$ cat src/rtl/aximm_ll_multi_tier2_pkg.sv
// Shared widths and types for the tier-2 AXI-MM multi-channel logic-link slave.
package aximm_ll_multi_tier2_pkg;

  localparam int unsigned CH_W   = 79;
  localparam int unsigned NUM_CH = 4;
  localparam int unsigned LL_W   = NUM_CH * CH_W;

  typedef logic [CH_W-1:0] ch_word_t;

  // Gen2 uses every channel; gen1 carries traffic on ch0/ch1 only.
  function automatic logic [NUM_CH-1:0] active_mask(input logic gen2);
    return gen2 ? {NUM_CH{1'b1}} : {{(NUM_CH-2){1'b0}}, 2'b11};
  endfunction

endpackage

$ cat src/rtl/aximm_ll_multi_tier2_slave_name_ll_chan_fifo.sv
// Small synchronous per-channel FIFO with full/empty flags (power-of-two depth).
module ll_chan_fifo #(
  parameter int unsigned WIDTH = 79,
  parameter int unsigned DEPTH = 2
) (
  input  logic             clk_i,
  input  logic             rst_i,
  input  logic             push_i,
  input  logic [WIDTH-1:0] wdata_i,
  input  logic             pop_i,
  output logic [WIDTH-1:0] rdata_o,
  output logic             full_o,
  output logic             empty_o
);

  localparam int unsigned AW = (DEPTH > 1) ? $clog2(DEPTH) : 1;
  localparam int unsigned CW = $clog2(DEPTH + 1);

  logic [WIDTH-1:0] mem_q [DEPTH];
  logic [AW-1:0]    wptr_q, rptr_q;
  logic [CW-1:0]    cnt_q;
  logic             push_ok, pop_ok;

  assign full_o  = (cnt_q == CW'(DEPTH));
  assign empty_o = (cnt_q == '0);
  assign push_ok = push_i & ~full_o;
  assign pop_ok  = pop_i & ~empty_o;
  assign rdata_o = mem_q[rptr_q];

  // Pointer and occupancy tracking; pointers wrap naturally at DEPTH.
  always_ff @(posedge clk_i) begin
    if (rst_i) begin
      wptr_q <= '0;
      rptr_q <= '0;
      cnt_q  <= '0;
    end else begin
      if (push_ok) wptr_q <= wptr_q + AW'(1);
      if (pop_ok)  rptr_q <= rptr_q + AW'(1);
      cnt_q <= cnt_q + CW'(push_ok) - CW'(pop_ok);
    end
  end

  // Storage needs no reset: empty_o masks stale entries.
  always_ff @(posedge clk_i) begin
    if (push_ok) mem_q[wptr_q] <= wdata_i;
  end

endmodule

$ cat src/rtl/aximm_ll_multi_tier2_slave_name.sv
// Slave-end logic-link name/packing: splits RX link words into per-channel FIFOs and
// aligns per-channel TX words into one packed link word.
module aximm_ll_multi_tier2_slave_name
  import aximm_ll_multi_tier2_pkg::*;
#(
  parameter int unsigned RX_DEPTH = 2
) (
  input  logic            clk_wr,
  input  logic            rst_wr,
  input  logic [LL_W-1:0] rxfifo_rx_data,
  input  logic            rxfifo_rx_vld,
  output logic            rxfifo_rx_rdy,
  output logic [CH_W-1:0] ch0_rx_data,
  output logic            ch0_rx_vld,
  input  logic            ch0_rx_rdy,
  output logic [CH_W-1:0] ch1_rx_data,
  output logic            ch1_rx_vld,
  input  logic            ch1_rx_rdy,
  output logic [CH_W-1:0] ch2_rx_data,
  output logic            ch2_rx_vld,
  input  logic            ch2_rx_rdy,
  output logic [CH_W-1:0] ch3_rx_data,
  output logic            ch3_rx_vld,
  input  logic            ch3_rx_rdy,
  input  logic [CH_W-1:0] ch0_tx_data,
  input  logic            ch0_tx_vld,
  output logic            ch0_tx_rdy,
  input  logic [CH_W-1:0] ch1_tx_data,
  input  logic            ch1_tx_vld,
  output logic            ch1_tx_rdy,
  input  logic [CH_W-1:0] ch2_tx_data,
  input  logic            ch2_tx_vld,
  output logic            ch2_tx_rdy,
  input  logic [CH_W-1:0] ch3_tx_data,
  input  logic            ch3_tx_vld,
  output logic            ch3_tx_rdy,
  output logic [LL_W-1:0] txfifo_tx_data,
  output logic            txfifo_tx_vld,
  input  logic            txfifo_tx_rdy,
  input  logic            m_gen2_mode
);

  logic [NUM_CH-1:0] active;
  assign active = active_mask(m_gen2_mode);

  // ---------------------------------------------------------------- RX path
  logic [NUM_CH-1:0] fifo_full, fifo_empty, rx_push, rx_pop, ch_rx_vld, ch_rx_rdy;
  ch_word_t          rx_head [NUM_CH];
  logic              rx_en_q, rx_fire;

  // Holds rxfifo_rx_rdy low through reset and releases it on the first free cycle.
  always_ff @(posedge clk_wr) begin
    if (rst_wr) rx_en_q <= 1'b0;
    else        rx_en_q <= 1'b1;
  end

  // Ready only from registered FIFO state, never from the channel consumers.
  assign rxfifo_rx_rdy = rx_en_q & (&(~fifo_full | ~active));
  assign rx_fire       = rxfifo_rx_vld & rxfifo_rx_rdy;
  assign rx_push       = {NUM_CH{rx_fire}} & active;
  assign ch_rx_rdy     = {ch3_rx_rdy, ch2_rx_rdy, ch1_rx_rdy, ch0_rx_rdy};
  assign ch_rx_vld     = active & ~fifo_empty;
  assign rx_pop        = ch_rx_vld & ch_rx_rdy;

  for (genvar k = 0; k < NUM_CH; k++) begin : g_rx_fifo
    ll_chan_fifo #(
      .WIDTH (CH_W),
      .DEPTH (RX_DEPTH)
    ) u_fifo (
      .clk_i   (clk_wr),
      .rst_i   (rst_wr),
      .push_i  (rx_push[k]),
      .wdata_i (rxfifo_rx_data[k*CH_W +: CH_W]),
      .pop_i   (rx_pop[k]),
      .rdata_o (rx_head[k]),
      .full_o  (fifo_full[k]),
      .empty_o (fifo_empty[k])
    );
  end

  assign {ch3_rx_vld, ch2_rx_vld, ch1_rx_vld, ch0_rx_vld} = ch_rx_vld;
  assign ch0_rx_data = rx_head[0];
  assign ch1_rx_data = rx_head[1];
  assign ch2_rx_data = rx_head[2];
  assign ch3_rx_data = rx_head[3];

  // ---------------------------------------------------------------- TX path
  ch_word_t          hold_q [NUM_CH];
  ch_word_t          hold_d [NUM_CH];
  ch_word_t          ch_tx_data [NUM_CH];
  logic [NUM_CH-1:0] hold_vld_q, hold_vld_d, ch_tx_vld, ch_tx_rdy;
  logic              tx_fire;

  assign ch_tx_data[0] = ch0_tx_data;
  assign ch_tx_data[1] = ch1_tx_data;
  assign ch_tx_data[2] = ch2_tx_data;
  assign ch_tx_data[3] = ch3_tx_data;
  assign ch_tx_vld     = {ch3_tx_vld, ch2_tx_vld, ch1_tx_vld, ch0_tx_vld};

  assign txfifo_tx_vld = &(hold_vld_q | ~active);
  assign tx_fire       = txfifo_tx_vld & txfifo_tx_rdy;
  // A full holding slot accepts a new word in the cycle it drains, for full throughput.
  assign ch_tx_rdy     = active & (~hold_vld_q | {NUM_CH{tx_fire}});
  assign {ch3_tx_rdy, ch2_tx_rdy, ch1_tx_rdy, ch0_tx_rdy} = ch_tx_rdy;

  // Next-state for the holding registers: reload wins over clear on a link fire.
  always_comb begin
    hold_vld_d = hold_vld_q;
    for (int k = 0; k < NUM_CH; k++) begin
      hold_d[k] = hold_q[k];
      if (ch_tx_vld[k] && ch_tx_rdy[k]) begin
        hold_d[k]     = ch_tx_data[k];
        hold_vld_d[k] = 1'b1;
      end else if (tx_fire && active[k]) begin
        hold_d[k]     = '0;
        hold_vld_d[k] = 1'b0;
      end
    end
  end

  // Holding register state.
  always_ff @(posedge clk_wr) begin
    if (rst_wr) begin
      hold_vld_q <= '0;
      for (int k = 0; k < NUM_CH; k++) hold_q[k] <= '0;
    end else begin
      hold_vld_q <= hold_vld_d;
      for (int k = 0; k < NUM_CH; k++) hold_q[k] <= hold_d[k];
    end
  end

  // Packed link word; inactive slices forced to zero.
  always_comb begin
    txfifo_tx_data = '0;
    for (int k = 0; k < NUM_CH; k++) begin
      txfifo_tx_data[k*CH_W +: CH_W] = active[k] ? hold_q[k] : '0;
    end
  end

  // ------------------------------------------------------------- mode check
  logic mode_q;
  logic idle;

  // Previous-cycle mode, used to detect a mode change.
  always_ff @(posedge clk_wr) begin
    mode_q <= m_gen2_mode;
  end

  assign idle = (&fifo_empty) & ~(|hold_vld_q);

  mode_static_a : assert property (@(posedge clk_wr) disable iff (rst_wr)
                                   (m_gen2_mode == mode_q) || idle);

endmodule
$ cat config.mk
export PLATFORM = sky130hd
export DESIGN_NAME = aximm_ll_multi_tier2_slave_name
export DESIGN_NICKNAME = d
export VERILOG_FILES = /design/src/rtl/aximm_ll_multi_tier2_pkg.sv /design/src/rtl/aximm_ll_multi_tier2_slave_name_ll_chan_fifo.sv /design/src/rtl/aximm_ll_multi_tier2_slave_name.sv
export SDC_FILE = /design/constraint.sdc
export NUM_CORES = 1
export LEC_CHECK = 0
export CAP_MARGIN = 15
export CORE_AREA = 2 2 494 496
export CTS_CLUSTER_DIAMETER = 60
export DETAILED_ROUTE_END_ITERATION = 8
export DIE_AREA = 0 0 496 498
export GPL_ROUTABILITY_DRIVEN = 0
export MAX_ROUTING_LAYER = met4
export PLACE_DENSITY = 0.39
export SLEW_MARGIN = 20
export SYNTH_ARGS = -nofsm -noshare
export SYNTH_HDL_FRONTEND = slang
export SYNTH_SLANG_ARGS = --single-unit
$ cat constraint.sdc
create_clock -name clk_wr -period 5.35 [get_ports clk_wr]
set_input_delay 0.8025 -clock clk_wr [delete_from_list [all_inputs] [get_ports clk_wr]]
set_output_delay 0.8025 -clock clk_wr [all_outputs]
set_load 0.005 [all_outputs]
==> reports/results.ini, run 1 <==
[routing]
final_antenna_net_count = 0
drt_iter0_markers = 1284
drc = 0
drtPass1Iterations = 5
wire_per_inst_um = 26.5
wl_um = 182000
post_drt_via_cell_ratio = 3.62
num_vias = 24900

[sta]
setup_tns_ns = 0
tightest_slew_ns = 1.06
maxSlewHeadroom = 0.296
holdWs_ns = 0.467
finalSetupViolCount = 0
finalCritPeriodShare = 0.733
fin_skew_ns = 0.0372
fmax_ghz = 0.255
drv_slew = 0
hold_viol = 0
fin_crit_ns = 3.92
worst_slack_ns = 1.43
rsz0062_at_grt = no

[final_layout]
final_layout_size_suffix_gt1_frac = 0.204
nets = 4158
finalInstanceArea_um2 = 57400
fin_cells = 6873
area_growth_syn_to_layout_pct = 58.8

[clock_network]
cts_tree = yes
clock_latency_ns = 0.78
hold_buffers = 0
cts.clk_slew.worst_paths_ns = 0.05
cts_buffer_depth = 3
clock_sinks = 973
htreeDepth = 4
ctsResizeCount = 0
numCtsBuffers = 140
cts_root_buffer = clkbuf_16
cts_setup_buffers = 0

[min_path]
hold_depth = 1
min_path_type = reg -> reg

[grt]
antenna_found_initial = 103
grt_start_max_net_pins = 127
grt_first_pass_wirelength_um = 234000
track_usage = 0.145
gr-total-overflow = 0
grt_pass1_vias = 25700

[synth]
synth-compound-area-share = 0.0817
synth_ff_type = edfxtp_1
synthTopCellsByArea = edfxtp_1 (53%), dfxtp_1 (19%), mux2_2 (9.9%)
synth_xor_area_frac = 0.00243
synth_top_area_frac = 0.525
synthMuxAreaShare = 0.0985
synth_nets = 2861
syn_area_um2 = 36100
ys_seq_area_frac = 0.714
synth_most_common_cell = edfxtp_1
synth_fa_ha_area_frac = 0.00277
synth_area_leader_cell = edfxtp_1
yosys-top-cells-count = edfxtp_1 (632), dfxtp_1 (341), mux2_2 (316)
synth_cell_types = 37
ys_ff_latch = 973
synth_simple_gate_area_share = 0.0748
synth_edf_count = 632
avgSynthCellArea_um2 = 16.4
async_reset_ff_frac = 0
synthesis.instances = 2208
ys.warnings.count = 0
synth_top_family_by_area = multiplexers

[critical_path]
worstPathRequired_ns = 4.55
critPathCaptureType = output port
cp-start-kind = flop
reg2regPathDepth = 5
path_class = reg -> out
slowest_stage = dfxtp_4
slowest_delay_ns = 0.99
arrival_ns = 3.12
path_max_fanout = 65
crit_chain = buf_4 -> mux2_2 -> clkdlybuf4s50_1

[place]
place_area_um2 = 52600
hpwl_um = 141000
numPortBuffers = 1286
dpl.cell_count = 6565
pre_cts_ws_ns = 1.42

[power_and_ir_drop]
ir_worst_vdd_mv = 0.237
p_per_area_nw_per_um2 = 385
p_leak_nw = 19.2

[outcome]
status = finished, final reports clean

[die]
boundaryPins = 1287
floorplan.rows = 181
initial_utilization = 0.149
dieWidth_um = 496
core_area_um2 = 242000
dieArea_um2 = 247000
die_y_um = 498

[job]
maxCapViolCount = 0

-- worst max-delay path, delay by kind of cell (launching register included) --
kind	cells	cell delay, ns
buf+inv	2	0.91
flops	1	0.99
mux	1	0.37
-- cells in the final DEF (no fill, tap or decap), drive strengths merged, types with 31 or more instances in the layout --
cell type,instances
clkdlybuf4s50,1284
clkbuf,185
mux2,316
clkinv,43
buf,34
a31o,158
nor3b,158
dfxtp,341
inv,31
and2,166
diode,54
edfxtp,632
a22o,158
-- cells by family (layout without fill, tap and decap cells) --
group                    after synthesis  after routing
AND/OR/NAND/NOR                      376            376
adder cells (fa/ha/maj)                8              8
other                                  0             54
flip-flops                           973            973
AO/OA/AOI/OAI                        343            343
XOR/XNOR                              10             10
buffers and inverters                182           1591
multiplexers                         316            316
-- sequential cells by signal, summed over array words and instances, names as in the netlist, named ones only --
register                 cells
g_rx_fifo.u_fifo.cnt_q       8
g_rx_fifo.u_fifo.rptr_q      4
hold_vld_q                   4
g_rx_fifo.u_fifo.wptr_q      4
rx_en_q                      1
g_rx_fifo.u_fifo.mem_q     632
hold_q                     316
-- where the power goes --
part / internal (mW) / switching (mW)
clock: 5.62 / 3.68
combinational: 2.20 / 1.64
sequential: 8.57 / 0.386
total: 16.4 / 5.70
-- metal layers --
layer,track usage,vias up,part of all wire
met2,0.227,1276,0.46
met4,0.0509,0,0.035
met5,-,-,0
li1,-,11100,-
met3,0.0829,259,0.13
met1,0.151,12200,0.37
-- final timing paths --
| kind | slack, ns | endpoint | from |
|---|---|---|---|
| worst max-delay path | 1.43 | ch3_rx_data[53] | flop |
| worst min-delay path | 0.47 | hold_q[2][70] | hold_q[2][70] |
| worst max register to register | 2.52 | g_rx_fifo[2].u_fifo.mem_q[0][37] | g_rx_fifo[1].u_fifo.cnt_q[0] |
| worst min register to register | 0.47 | hold_q[2][70] | hold_q[2][70] |
-- through the flow --
step                utilization  power, mW
detailed placement        0.217       13.1
global placement          0.217       13.1
CTS                       0.237       22.6
global route              0.237       23.1
floorplan                     -       10.3
finish                    0.237       22.1
-- final cells by class --
| type | count | area (um2) |
|---|---|---|
| multi-input combinational | 1053 | 9450 |
| timing repair buffer | 1318 | 13200 |
| clock buffer | 185 | 3880 |
| inverter | 19 | 78.8 |
| antenna | 54 | 135 |
| clock inverter | 69 | 754 |
| fill | 25400 | 185000 |
| tap | 3202 | 4010 |
| sequential | 973 | 25800 |
(Power assumes the default switching activity.)
==> inputs of run 2 (changes only) <==
clock period = 3.16 ns   (was 5.35 ns; I/O delays follow)
==> run 2 against run 1 <==
Compared with the run above: worst setup slack got worse by 1.2 ns; clock power rose by 70%; die area did not move; critical path type unchanged; largest cell class unchanged.
==> reports/results.ini, run 2 (synthesized netlist as in run 1, its figures left out) <==
[sta]
fin_skew_ns = 0.0545  ; +0.0173 ns
fin_crit_ns = 2.98
maxSlewHeadroom = 0.389  ; +0.0923
setup_tns_ns = 0  ; unchanged
rsz0062_at_grt = no
drv_slew = 0  ; unchanged
hold_viol = 0  ; unchanged
finalSetupViolCount = 0  ; unchanged
worst_slack_ns = 0.182  ; -1.25 ns
holdWs_ns = 0.129  ; -0.338 ns
finalCritPeriodShare = 0.942
tightest_slew_ns = 0.917  ; -0.138 ns
fmax_ghz = 0.336

[final_layout]
fill_cells = 25300  ; -0.26%
seq_area_um2 = 25800  ; unchanged
finalInstanceArea_um2 = 58100  ; +1.3%
final_layout_size_suffix_gt1_frac = 0.216  ; +0.0122
top_regs = g_rx_fifo.u_fifo.mem_q x632, hold_q x316, g_rx_fifo.u_fifo.cnt_q x8
multi_input_area_um2 = 9470  ; +0.16%
final_common_cell = clkdlybuf4s50_1
largest_reg_flops = 632  ; unchanged
layout_common_cells = clkdlybuf4s50_1 (1277), edfxtp_1 (632), dfxtp_1 (337)
nets = 4208  ; +1.2%
utilization = 0.240  ; +0.00319
area_growth_syn_to_layout_pct = 60.9
regMostFlops = g_rx_fifo.u_fifo.mem_q
fin_cells = 6922  ; +0.71%

[critical_path]
cpLargestDelayFamily = buffers and inverters
cp.buffers_inverters = 2  ; unchanged
r2r_slack_ns = 0.78  ; -1.74 ns
crit_chain = buf_16 -> mux2_2 -> clkdlybuf4s50_1
cp-start-kind = flop
worstPathRequired_ns = 2.69  ; -1.86 ns
slowest_stage = dfxtp_4
path_max_fanout = 38  ; -42%
cp.depth = 3  ; unchanged
critPathCaptureType = output port
reg2regPathDepth = 5  ; unchanged
arrival_ns = 2.50  ; -0.62 ns
path_class = reg -> out
slowest_delay_ns = 0.51  ; -0.48 ns

[power_and_ir_drop]
totalPowerFinal_mw = 37.7  ; +71%
p_leak_nw = 19.6  ; +2.0%
p_per_area_nw_per_um2 = 649  ; +68%
ir_worst_vdd_mv = 0.378  ; +59%

[die]
dieWidth_um = 496  ; unchanged
die_y_um = 498  ; unchanged
core_area_um2 = 242000  ; unchanged
initial_utilization = 0.149  ; unchanged
boundaryPins = 1287  ; unchanged
floorplan.rows = 181  ; unchanged
dieArea_um2 = 247000  ; unchanged

[clock_network]
cts.clk_slew.worst_paths_ns = 0.06  ; about the same
cts_buffer_depth = 3  ; unchanged
cts_root_buffer = clkbuf_16
clock_latency_ns = 0.79  ; about the same
clock_sinks = 973  ; unchanged
hold_buffers = 0  ; unchanged
htreeDepth = 4  ; unchanged
cts_tree = yes
numCtsBuffers = 144  ; +2.9%

[routing]
final_antenna_net_count = 0  ; unchanged
drt_iter0_markers = 1412  ; +10%
wl_um = 182000  ; +0.23%
post_drt_via_cell_ratio = 3.64  ; +0.46%
drtPass1Iterations = 4  ; -1
met1Wirelength_um = 70900  ; +4.4%
wl_met3_um = 25200  ; +5.8%
highest_layer = met4
wire_per_inst_um = 26.3  ; -0.47%
wl_met2_um = 83100  ; -0.75%
num_vias = 25200  ; +1.2%
drc = 0  ; unchanged

[min_path]
hold_depth = 3  ; +2
min_path_type = in -> reg

[place]
place_area_um2 = 53200  ; +1.1%
hpwl_um = 143000  ; +1.1%
dpl.cell_count = 6604  ; +0.59%
pre_cts_ws_ns = 0.353  ; -1.06 ns
numPortBuffers = 1286  ; unchanged

[grt]
track_usage = 0.146  ; +0.000889
antenna_found_initial = 64  ; -38%
grt_first_pass_wirelength_um = 238000  ; +1.5%
grt_pass1_vias = 25900  ; +0.79%
grt_start_max_net_pins = 138  ; +8.7%
gr-total-overflow = 0  ; unchanged

[job]
maxCapViolCount = 0  ; unchanged

[outcome]
status = finished, final reports clean

## run 2: changes by cell type in the layout (fill, tap and decap cells not counted), sizes merged, moves of 4 or more
| cell | before | now |
|---|---|---|
| diode | 54 | 43 |
| bufinv | 10 | 6 |
| clkinvlp | 4 | 8 |
| clkinv | 43 | 57 |
| clkdlybuf4s50 | 1284 | 1277 |
| buf | 34 | 82 |
## run 2: repair_timing
item	4_1_cts	5_1_grt
resized for setup	8	1
hold endpoints to repair	0	0
cloned	1	0
setup buffers	6	0
setup endpoints to repair	88	1
## run 2: worst register-to-register path, delay by kind of cell, from the launching register on
kind / cells / cell delay [ns]
buffers and inverters: 2 / 0.57
DFF: 1 / 0.34
and+or+nand+nor: 3 / 1.10
## run 2: final cells by class
cell class | instances | area share
diodes | 43 | 0.00185
inverters | 19 | 0.00133
clock buffers | 185 | 0.0660
well taps | 3202 | 0.0689
clock inverters | 83 | 0.0155
repair buffers | 1364 | 0.239
flip-flops and latches | 973 | 0.444
multi-input cells | 1053 | 0.163
## run 2: power by group
part | internal, mW | switching, mW | leakage (nW)
combinational | 3.92 | 3.07 | 8.79
sequential | 14.5 | 0.407 | 8.55
clock | 9.26 | 6.54 | 2.27
## run 2: worst paths after layout
| kind | start | endpoint |
|---|---|---|
| max | flop | ch0_rx_data[17] |
| min | m_gen2_mode | hold_vld_q[3] |
| max reg2reg | g_rx_fifo[1].u_fifo.cnt_q[0] | g_rx_fifo[2].u_fifo.mem_q[0][27] |
| min reg2reg | hold_q[2][74] | hold_q[2][74] |
## run 2: per-layer routing
metal  GRT usage  vias to the layer above
met5           -                        -
met4      0.0302                        0
met3      0.0867                      207
met2       0.226                     1164
met1       0.160                    12600
li1            -                    11200
==> inputs of run 3 (changes only) <==
GPL_TIMING_DRIVEN = 0   (was not set)
==> run 3 against run 2 <==
Compared with the run above: critical path depth unchanged; worst setup slack got worse by 0.013 ns; clock skew rose by 0.0092 ns; combinational power grew 4.0%; cell count increased by 1.3%; global-route usage increased by 0.93 points; register-to-register slack worse by 0.21 ns; critical path type unchanged.
==> reports/results.ini, run 3 (synthesized netlist as in run 1, its figures left out) <==
[job]
maxCapViolCount = 0  ; unchanged

[routing]
wire_per_inst_um = 27.7  ; +5.1%
final_antenna_net_count = 0  ; unchanged
drc = 0  ; unchanged
drtPass1Iterations = 5  ; +1
drt_iter0_markers = 1352  ; -4.2%
num_vias = 25700  ; +2.2%
post_drt_via_cell_ratio = 3.67  ; +0.90%
wl_um = 194000  ; +6.4%

[place]
numPortBuffers = 1286  ; unchanged
hpwl_um = 157000  ; +10%
dpl.cell_count = 6710  ; +1.6%
place_area_um2 = 53400  ; +0.36%

[critical_path]
r2r-end = g_rx_fifo[2].u_fifo.mem_q[1][18]
arrival_ns = 2.52  ; +0.02 ns
reg2regPathDepth = 5  ; unchanged
path_class = reg -> out
r2r_slack_ns = 0.57  ; -0.21 ns
worstPathRequired_ns = 2.69  ; about the same
critPathCaptureType = output port
cp-start-kind = flop
crit-reg2reg-launch = rx_en_q
path_max_fanout = 10  ; -74%

[sta]
maxSlewHeadroom = 0.481  ; +0.0922
rsz0062_at_grt = no
finalSetupViolCount = 0  ; unchanged
tightest_slew_ns = 0.779  ; -0.138 ns
fmax_ghz = 0.334  ; -0.44%
drv_slew = 0  ; unchanged
finalCritPeriodShare = 0.946  ; +0.00413
fin_skew_ns = 0.0637  ; +0.00920 ns
fin_crit_ns = 2.99  ; +0.0131 ns
hold_viol = 0  ; unchanged
holdWs_ns = 0.139  ; +0.00985 ns

[grt]
grt_start_max_net_pins = 65  ; -53%
gr-total-overflow = 0  ; unchanged
grt_first_pass_wirelength_um = 250000  ; +5.1%
track_usage = 0.155  ; +0.00931
antenna_found_initial = 70  ; +9.4%
grt_pass1_vias = 27000  ; +4.5%

[clock_network]
numCtsBuffers = 140  ; -2.8%
htreeDepth = 4  ; unchanged
clock_sinks = 973  ; unchanged
cts.clk_slew.worst_paths_ns = 0.05  ; about the same
cts_buffer_depth = 3  ; unchanged
cts_root_buffer = clkbuf_16
clock_latency_ns = 0.78  ; about the same
hold_buffers = 0  ; unchanged
cts_tree = yes

[min_path]
hold_depth = 3  ; unchanged
min_path_type = in -> reg
min_from = m_gen2_mode
hold_end = hold_vld_q[3]

[power_and_ir_drop]
ir_worst_vdd_mv = 0.337  ; -11%
p_leak_nw = 19.9  ; +1.4%
totalPowerFinal_mw = 37.8  ; +0.12%
p_per_area_nw_per_um2 = 646  ; -0.42%

[final_layout]
area_growth_syn_to_layout_pct = 61.8
final_layout_size_suffix_gt1_frac = 0.224  ; +0.00781
regMostFlops = g_rx_fifo.u_fifo.mem_q
nets = 4303  ; +2.3%
layout_common_cells = clkdlybuf4s50_1 (1266), edfxtp_1 (632), dfxtp_1 (337)
fin_cells = 7011  ; +1.3%
largest_reg_flops = 632  ; unchanged
top_regs = g_rx_fifo.u_fifo.mem_q x632, hold_q x316, g_rx_fifo.u_fifo.cnt_q x8
finalInstanceArea_um2 = 58400  ; +0.54%
final_common_cell = clkdlybuf4s50_1

[die]
initial_utilization = 0.149  ; unchanged
dieArea_um2 = 247000  ; unchanged
core_area_um2 = 242000  ; unchanged
boundaryPins = 1287  ; unchanged
die_y_um = 498  ; unchanged
dieWidth_um = 496  ; unchanged
floorplan.rows = 181  ; unchanged

[outcome]
status = finished, final reports clean

run 3: area by class of cell:
class / count / area, um2
inverter: 19 / 95.1
tap: 3202 / 4010
multi-input combinational: 1053 / 9430
sequential: 973 / 25800
buffer: 159 / 1120
timing repair buffer: 1304 / 13200
antenna: 46 / 115
clock buffer: 192 / 3870
clock inverter: 63 / 771
fill: 25400 / 183000
run 3: worst max-delay path: stages, from the launching register on:
cell and delay, ns:
dfxtp_4 0.41, clkbuf_2 0.39, mux2_2 0.44, clkdlybuf4s50_1 0.49
run 3: per-stage QoR:
step | util | worst slack (ns) | TNS [ns]
finish | 0.242 | 0.169 | 0
global route | 0.242 | 0.0312 | 0
CTS | 0.241 | 0.000690 | 0
detailed placement | 0.221 | -1.46 | -437.69
global placement | 0.219 | -3.02 | -1611.48
floorplan | - | 0.00656 | 0
run 3: what timing repair did:
| item | CTS | global route |
|---|---|---|
| endpoints found under the setup margin | 477 | 29 |
| setup buffers | 4 | 0 |
| resized for setup | 133 | 8 |
run 3: routing by layer:
layer  routed length (um)  vias to the layer above  GRT usage
met3                23800                      244     0.0801
li1                     -                    11400          -
met1                75200                    12800      0.170
met5                    0                        -          -
met2                91100                     1246      0.249
met4                 3940                        0     0.0356
run 3: how the worst max path moves through the flow:
| stage | start | end | slack, ns | cells past startpoint |
|---|---|---|---|---|
| 2_1_floorplan | m_gen2_mode | g_rx_fifo[0].u_fifo.mem_q[0][0] | 0.007 | 5 |
| 3_3_place_gp | m_gen2_mode | g_rx_fifo[2].u_fifo.mem_q[0][67] | -3.02 | 5 |
| 3_5_place_dp | m_gen2_mode | txfifo_tx_data[234] | -1.46 | 6 |
| 4_1_cts | flop | ch1_rx_data[67] | 0.0007 | 4 |
| 5_1_grt | flop | ch3_rx_data[62] | 0.03 | 3 |
| 6_report | flop | ch3_rx_data[62] | 0.17 | 3 |
run 3: where the power goes:
| part | switching, mW | leakage [nW] | internal, mW |
|---|---|---|---|
| Clock | 6.48 | 2.25 | 9.15 |
| Sequential | 0.344 | 8.55 | 14.5 |
| Combinational | 3.32 | 9.09 | 3.96 |
| Total | 10.1 | 19.9 | 27.6 |
